$ cat config.mk
export PLATFORM = sky130hd
export DESIGN_NAME = serial_sub
export DESIGN_NICKNAME = d
export VERILOG_FILES = /design/src/rtl/serial_sub.sv
export SDC_FILE = /design/constraint.sdc
export NUM_CORES = 1
export LEC_CHECK = 0
export CAP_MARGIN = 15
export CORE_MARGIN = 2
export CORE_UTILIZATION = 35
export CTS_BUF_LIST = sky130_fd_sc_hd__clkbuf_16
export CTS_CLUSTER_SIZE = 24
export DETAILED_ROUTE_END_ITERATION = 12
export HOLD_SLACK_MARGIN = 0.03
export SYNTH_ARGS = -nofsm -noshare
export SYNTH_HDL_FRONTEND = slang
export SYNTH_SLANG_ARGS = --single-unit
export TNS_END_PERCENT = 100
$ cat constraint.sdc
create_clock -name clk -period 1.9 [get_ports clk]
set_input_delay 0.285 -clock clk [delete_from_list [all_inputs] [get_ports clk]]
set_output_delay 0.285 -clock clk [all_outputs]
set_load 0.05 [all_outputs]
$ cat src/rtl/serial_sub.sv
// serial_sub
// -----------------------------------------------------------------------------
// Bit-serial two's-complement subtractor. Computes a - b - b_in one bit per
// clock, LSB first, through a single full-subtractor cell and a borrow flop.
// A caller launches an operation with start; done pulses for one cycle when
// the registered result and flags have been updated.
//
// Ports
//   clk      in   rising-edge clock
//   reset_n  in   asynchronous active-low reset
//   start    in   request, sampled only while idle
//   a        in   minuend (WIDTH), captured on accept
//   b        in   subtrahend (WIDTH), captured on accept
//   b_in     in   borrow in, captured on accept
//   busy     out  high while an operation is in flight (SHIFT and DONE)
//   done     out  one-cycle pulse, results valid and freshly updated
//   diff     out  registered a - b - b_in mod 2^WIDTH
//   b_out    out  final borrow (unsigned a < b + b_in)
//   zero     out  diff == 0
//   ovf      out  signed overflow of the subtraction
// -----------------------------------------------------------------------------
module serial_sub #(
    parameter int WIDTH = 8
) (
    input  logic             clk,
    input  logic             reset_n,
    input  logic             start,
    input  logic [WIDTH-1:0] a,
    input  logic [WIDTH-1:0] b,
    input  logic             b_in,
    output logic             busy,
    output logic             done,
    output logic [WIDTH-1:0] diff,
    output logic             b_out,
    output logic             zero,
    output logic             ovf
);

    localparam int            CW       = $clog2(WIDTH + 1);
    localparam logic [CW-1:0] LAST_CNT = CW'(WIDTH - 1);

    typedef enum logic [1:0] {
        ST_IDLE  = 2'b00,
        ST_SHIFT = 2'b01,
        ST_DONE  = 2'b10
    } state_t;

    state_t           r_state;
    state_t           w_state_nxt;
    logic             w_commit;

    logic [WIDTH-1:0] r_a_sh;
    logic [WIDTH-1:0] r_b_sh;
    // Holds the already-computed result bits below the MSB; the bit being
    // computed in the current cycle is prepended combinationally.
    logic [WIDTH-2:0] r_w_sh;
    logic             r_br;
    logic [CW-1:0]    r_cnt;
    logic             r_a_msb;
    logic             r_b_msb;

    logic             r_busy;
    logic             r_done;
    logic [WIDTH-1:0] r_diff;
    logic             r_b_out;
    logic             r_zero;
    logic             r_ovf;

    logic             w_x;
    logic             w_y;
    logic             w_d;
    logic             w_br_nxt;
    logic [WIDTH-1:0] w_diff_nxt;

    // Full-subtractor cell on the current LSBs plus the borrow flop.
    always_comb begin
        w_x        = r_a_sh[0];
        w_y        = r_b_sh[0];
        w_d        = w_x ^ w_y ^ r_br;
        w_br_nxt   = (~w_x & w_y) | (~(w_x ^ w_y) & r_br);
        w_diff_nxt = {w_d, r_w_sh};
    end

    // Next-state logic; commit marks the final SHIFT edge.
    always_comb begin
        w_state_nxt = r_state;
        w_commit    = 1'b0;
        case (r_state)
            ST_IDLE: begin
                if (start) begin
                    w_state_nxt = ST_SHIFT;
                end else begin
                    w_state_nxt = ST_IDLE;
                end
            end
            ST_SHIFT: begin
                if (r_cnt == LAST_CNT) begin
                    w_state_nxt = ST_DONE;
                    w_commit    = 1'b1;
                end else begin
                    w_state_nxt = ST_SHIFT;
                end
            end
            ST_DONE: begin
                w_state_nxt = ST_IDLE;
            end
            default: begin
                w_state_nxt = ST_IDLE;
            end
        endcase
    end

    // State register with registered busy/done derived from the next state.
    always_ff @(posedge clk or negedge reset_n) begin
        if (!reset_n) begin
            r_state <= ST_IDLE;
            r_busy  <= 1'b0;
            r_done  <= 1'b0;
        end else begin
            r_state <= w_state_nxt;
            r_busy  <= (w_state_nxt != ST_IDLE);
            r_done  <= w_commit;
        end
    end

    // Operand capture and serial shifting.
    always_ff @(posedge clk or negedge reset_n) begin
        if (!reset_n) begin
            r_a_sh  <= {WIDTH{1'b0}};
            r_b_sh  <= {WIDTH{1'b0}};
            r_w_sh  <= {(WIDTH-1){1'b0}};
            r_br    <= 1'b0;
            r_cnt   <= {CW{1'b0}};
            r_a_msb <= 1'b0;
            r_b_msb <= 1'b0;
        end else begin
            case (r_state)
                ST_IDLE: begin
                    if (start) begin
                        r_a_sh  <= a;
                        r_b_sh  <= b;
                        r_br    <= b_in;
                        r_cnt   <= {CW{1'b0}};
                        r_a_msb <= a[WIDTH-1];
                        r_b_msb <= b[WIDTH-1];
                    end
                end
                ST_SHIFT: begin
                    r_a_sh <= {1'b0, r_a_sh[WIDTH-1:1]};
                    r_b_sh <= {1'b0, r_b_sh[WIDTH-1:1]};
                    r_w_sh <= w_diff_nxt[WIDTH-1:1];
                    r_br   <= w_br_nxt;
                    r_cnt  <= r_cnt + CW'(1);
                end
                default: begin
                    r_cnt <= r_cnt;
                end
            endcase
        end
    end

    // Result registers: only the commit edge updates them.
    always_ff @(posedge clk or negedge reset_n) begin
        if (!reset_n) begin
            r_diff  <= {WIDTH{1'b0}};
            r_b_out <= 1'b0;
            r_zero  <= 1'b0;
            r_ovf   <= 1'b0;
        end else if (w_commit) begin
            r_diff  <= w_diff_nxt;
            r_b_out <= w_br_nxt;
            r_zero  <= (w_diff_nxt == {WIDTH{1'b0}});
            // Overflow only when operand signs differ and the result sign
            // disagrees with the minuend; w_d is the result MSB here.
            r_ovf   <= (r_a_msb != r_b_msb) && (w_d != r_a_msb);
        end
    end

    assign busy  = r_busy;
    assign done  = r_done;
    assign diff  = r_diff;
    assign b_out = r_b_out;
    assign zero  = r_zero;
    assign ovf   = r_ovf;

endmodule

==> flow_summary.toml <==
[global_routing]
grt_pass1_wl_mm = 6.87
antenna_found_initial = 0
track_usage_pct = 13.9
grt_max_degree = 46
grt_overflow_total = 0
grt_pass1_vias = 1425

[finish]
multiInputGateArea_sq_um = 830
inserted_diodes = 0
layout.nets = 245
number_of_fill_cells_in_the_layout = 536
layout-area-overhead-vs-synth_pct = 25.1
ff_latch_area_sq_um = 1130
final_layout_size_suffix_gt1_share_pct = 11.7
final_design_area_excluding_fillers_sq_um = 2560
most-common-layout-cells = "sky130_fd_sc_hd__dfrtp_1 (45), sky130_fd_sc_hd__clkdlybuf4s50_1 (31), sky130_fd_sc_hd__nand2_1 (26), sky130_fd_sc_hd__o21ai_0 (18), sky130_fd_sc_hd__nor2b_1 (17)"
post_layout_nonfiller_instances = 295
final_common_cell = "sky130_fd_sc_hd__dfrtp_1"

[sta]
drv_slew = 0
min_period_over_period_pct = 91.7
max_freq_mhz = 574
finClkSkew_ps = 2.23
finalSetupViolations = 0
setup-tns-final_ps = 0
layout_min_cycle_time_ps = 1740
final.setup.worst_slack_ps = 158
hold_viol_final = 0
timing_worst_slew_pin_value_ps = 558
grt_setup_unrepaired = "false"
worst_slew_margin_rel_pct = 62.8

[power_and_ir_drop]
powerDensity_nw_per_um2 = 1730
switching_share_pct = 40.0
internal-power_uw = 2670
vdd.ir_drop.worst_mv = 0.803
power.combinational.fraction_pct = 44.6
cellLeakagePower_uw = 0.00111
power.sequential.fraction_pct = 37.5
clock_share_of_power_pct = 17.9
switching_power_uw = 1780
design_power_total_uw = 4450

[worst_setup_path]
critical_path.max_stage_delay_ps = 810
cp_top_family = "buffers and inverters"
crit_path_end_kind = "primary output"
cp.buffers_inverters = 1
worstSetupStartpointType = "flip-flop"
slowest_stage = "sky130_fd_sc_hd__clkdlybuf4s50_1"
cp.arrival_ps = 1460
timing.critical_path.cells = "clkdlybuf4s50_1"
criticalPathCategory = "reg -> out"
cp.required_ps = 1620
timing.critical_path.fanout_max = 2

[route]
wl_per_cell_um = 14.0
post-route-drc-count = 0
drtAntennaViolNets = 0
drt_iter0_markers = 74
drt-vias-per-instance = 5.16
num_vias = 1521
detail_route.first_pass.iterations = 4
route.final.wire_length_mm = 4.12

[clock_network]
insertion_delay_ps = 280
cts_buffers = 5
maximum_level_of_the_cts_h_tree = 2
clkTransAtPathRegs_ps = 60
cts_hold_buf = 0
clock_root_buffer = "sky130_fd_sc_hd__clkbuf_16"
clk_path_buf_depth = 2
cts_tree = "done"
cts.repair_timing.setup_buffer_count = 0
clock_sink_count = 45
ctsResizeCount = 0

[floorplanning]
core.rowCount = 27
floorplan.initialDensity_pct = 36.8
core_area_sq_um = 5570
floorplan.die.height_um = 80.5
design.portCount = 33
floorplan.die.width_um = 80.5
die-area_sq_um = 6490

[logic_synthesis]
synthesis.yosys.warnings = 0
yosysSeqAreaShare_pct = 54.9
synth.cell_area_sq_um = 2050
yosysUniqueCellTypes = 31
post_synth_inst_count = 189
combinational_family_with_the_most_area_after_synthesis = "compound AO/OA/AOI/OAI gates"
syn-num-nets = 211
synth_compound_area_share_pct = 17.4
ys_seq_elements = 45
post_synth_fa_ha_maj_area_fraction_pct = 1.59
synth.area.mux_share_pct = 7.57
yosys.area_share.simple_pct = 13.8
post_synth.cell_area_avg_sq_um = 10.9
synth_xor_xnor_area_share_pct = 0

[run]
maxCapViolCount = 0

[placed_design]
port_buffers = 32
gp_congestion = 0.718
cell_area_placed_sq_um = 2430
hpwl_mm = 2.64
pre_cts_ws_ps = 234
placed_cells_incl_taps = 288

[outcome]
status = "finished clean"

[worst_hold_path]
hold_class = "in -> async"
registers in the layout, indices dropped and copies added (netlist names), 2 cells and up:
register / cells
r_state: 2
r_b_sh: 8
r_w_sh: 7
r_cnt: 4
r_a_sh: 8
diff: 8
power by group through the flow:
stage / clock, uW / combinational (uW) / sequential, uW
final: 798 / 1980 / 1670
after CTS: 825 / 2010 / 1670
after floorplan: 0 / 1100 / 2020
after global routing: 870 / 2170 / 1720
after global placement: 0 / 1970 / 1680
after detailed placement: 0 / 2000 / 1690
cell usage after synthesis:
cell type / count / area (sq um)
sky130_fd_sc_hd__mux2_4: 6 / 90.1
sky130_fd_sc_hd__a21oi_1: 16 / 80.1
sky130_fd_sc_hd__a41oi_1: 1 / 8.76
sky130_fd_sc_hd__nor4_1: 2 / 12.5
sky130_fd_sc_hd__o21bai_1: 1 / 7.51
sky130_fd_sc_hd__nand3_1: 1 / 5.00
sky130_fd_sc_hd__mux2i_1: 2 / 20.0
sky130_fd_sc_hd__inv_1: 5 / 18.8
sky130_fd_sc_hd__a22o_1: 1 / 8.76
sky130_fd_sc_hd__dfrtp_1: 45 / 1130
sky130_fd_sc_hd__a31oi_1: 5 / 31.3
sky130_fd_sc_hd__clkbuf_1: 4 / 15.0
sky130_fd_sc_hd__fa_1: 1 / 20.0
sky130_fd_sc_hd__mux2_2: 4 / 45.0
sky130_fd_sc_hd__buf_8: 1 / 15.0
sky130_fd_sc_hd__and2b_1: 1 / 7.51
sky130_fd_sc_hd__a22oi_1: 14 / 105
sky130_fd_sc_hd__nand2_1: 26 / 97.6
sky130_fd_sc_hd__nor2b_1: 17 / 106
sky130_fd_sc_hd__buf_4: 2 / 15.0
sky130_fd_sc_hd__a2bb2oi_1: 3 / 26.3
sky130_fd_sc_hd__ha_1: 1 / 12.5
sky130_fd_sc_hd__or3b_2: 1 / 8.76
sky130_fd_sc_hd__buf_6: 1 / 11.3
sky130_fd_sc_hd__nor2b_2: 1 / 8.76
sky130_fd_sc_hd__and3_1: 1 / 6.26
sky130_fd_sc_hd__buf_2: 4 / 20.0
sky130_fd_sc_hd__nand2b_1: 2 / 12.5
sky130_fd_sc_hd__nand3b_1: 1 / 7.51
sky130_fd_sc_hd__and3_4: 1 / 11.3
sky130_fd_sc_hd__o21ai_0: 18 / 90.1
metrics by stage:
stage	utilization, %	hold slack [ps]
after floorplan	-	-10.6
after global placement	43.6	410
after detailed placement	43.6	403
after CTS	46.0	108
after global routing	46.0	133
final	46.0	80.1
per-layer routing:
metal / global-route usage, % / wire, um / part of all wire, % / vias to the layer above
li1: - / - / - / 731
met1: 18.5 / 2000 / 49 / 748
met5: 0 / 0 / 0 / -
met3: 3.37 / 159 / 3.9 / 5
met2: 22.0 / 1910 / 46 / 37
met4: 5.08 / 46 / 1.1 / 0
worst paths after layout:
kind | start | end | slack (ps) | cells past startpoint
hold reg to reg | r_cnt[3] | r_cnt[3] | 500 | 1
setup reg to reg | r_a_sh[0] | ovf | 230 | 3
hold / removal | reset_n | diff[0] | 80 | 2
max in group asynchronous | reset_n | r_b_sh[6] | 1440 | 2
min in group clk | r_cnt[3] | r_cnt[3] | 500 | 1
setup / recovery | ovf | ovf | 160 | 1
final cells by class:
class / instances / area share [%]
flip-flops and latches: 45 / 43.9
multi-input cells: 127 / 32.3
repair buffers: 39 / 14.3
clock buffers: 5 / 4.88
well taps: 72 / 3.51
inverters: 5 / 0.732
clock inverters: 2 / 0.293
cell families after synthesis:
family                     Yosys count
AOI/OAI and AO/OA                   59
adders and majority gates            2
buffers and inverters               17
DFF                                 45
muxes                               12
and+or+nand+nor                     54
Power figures use the tool's default switching activity.
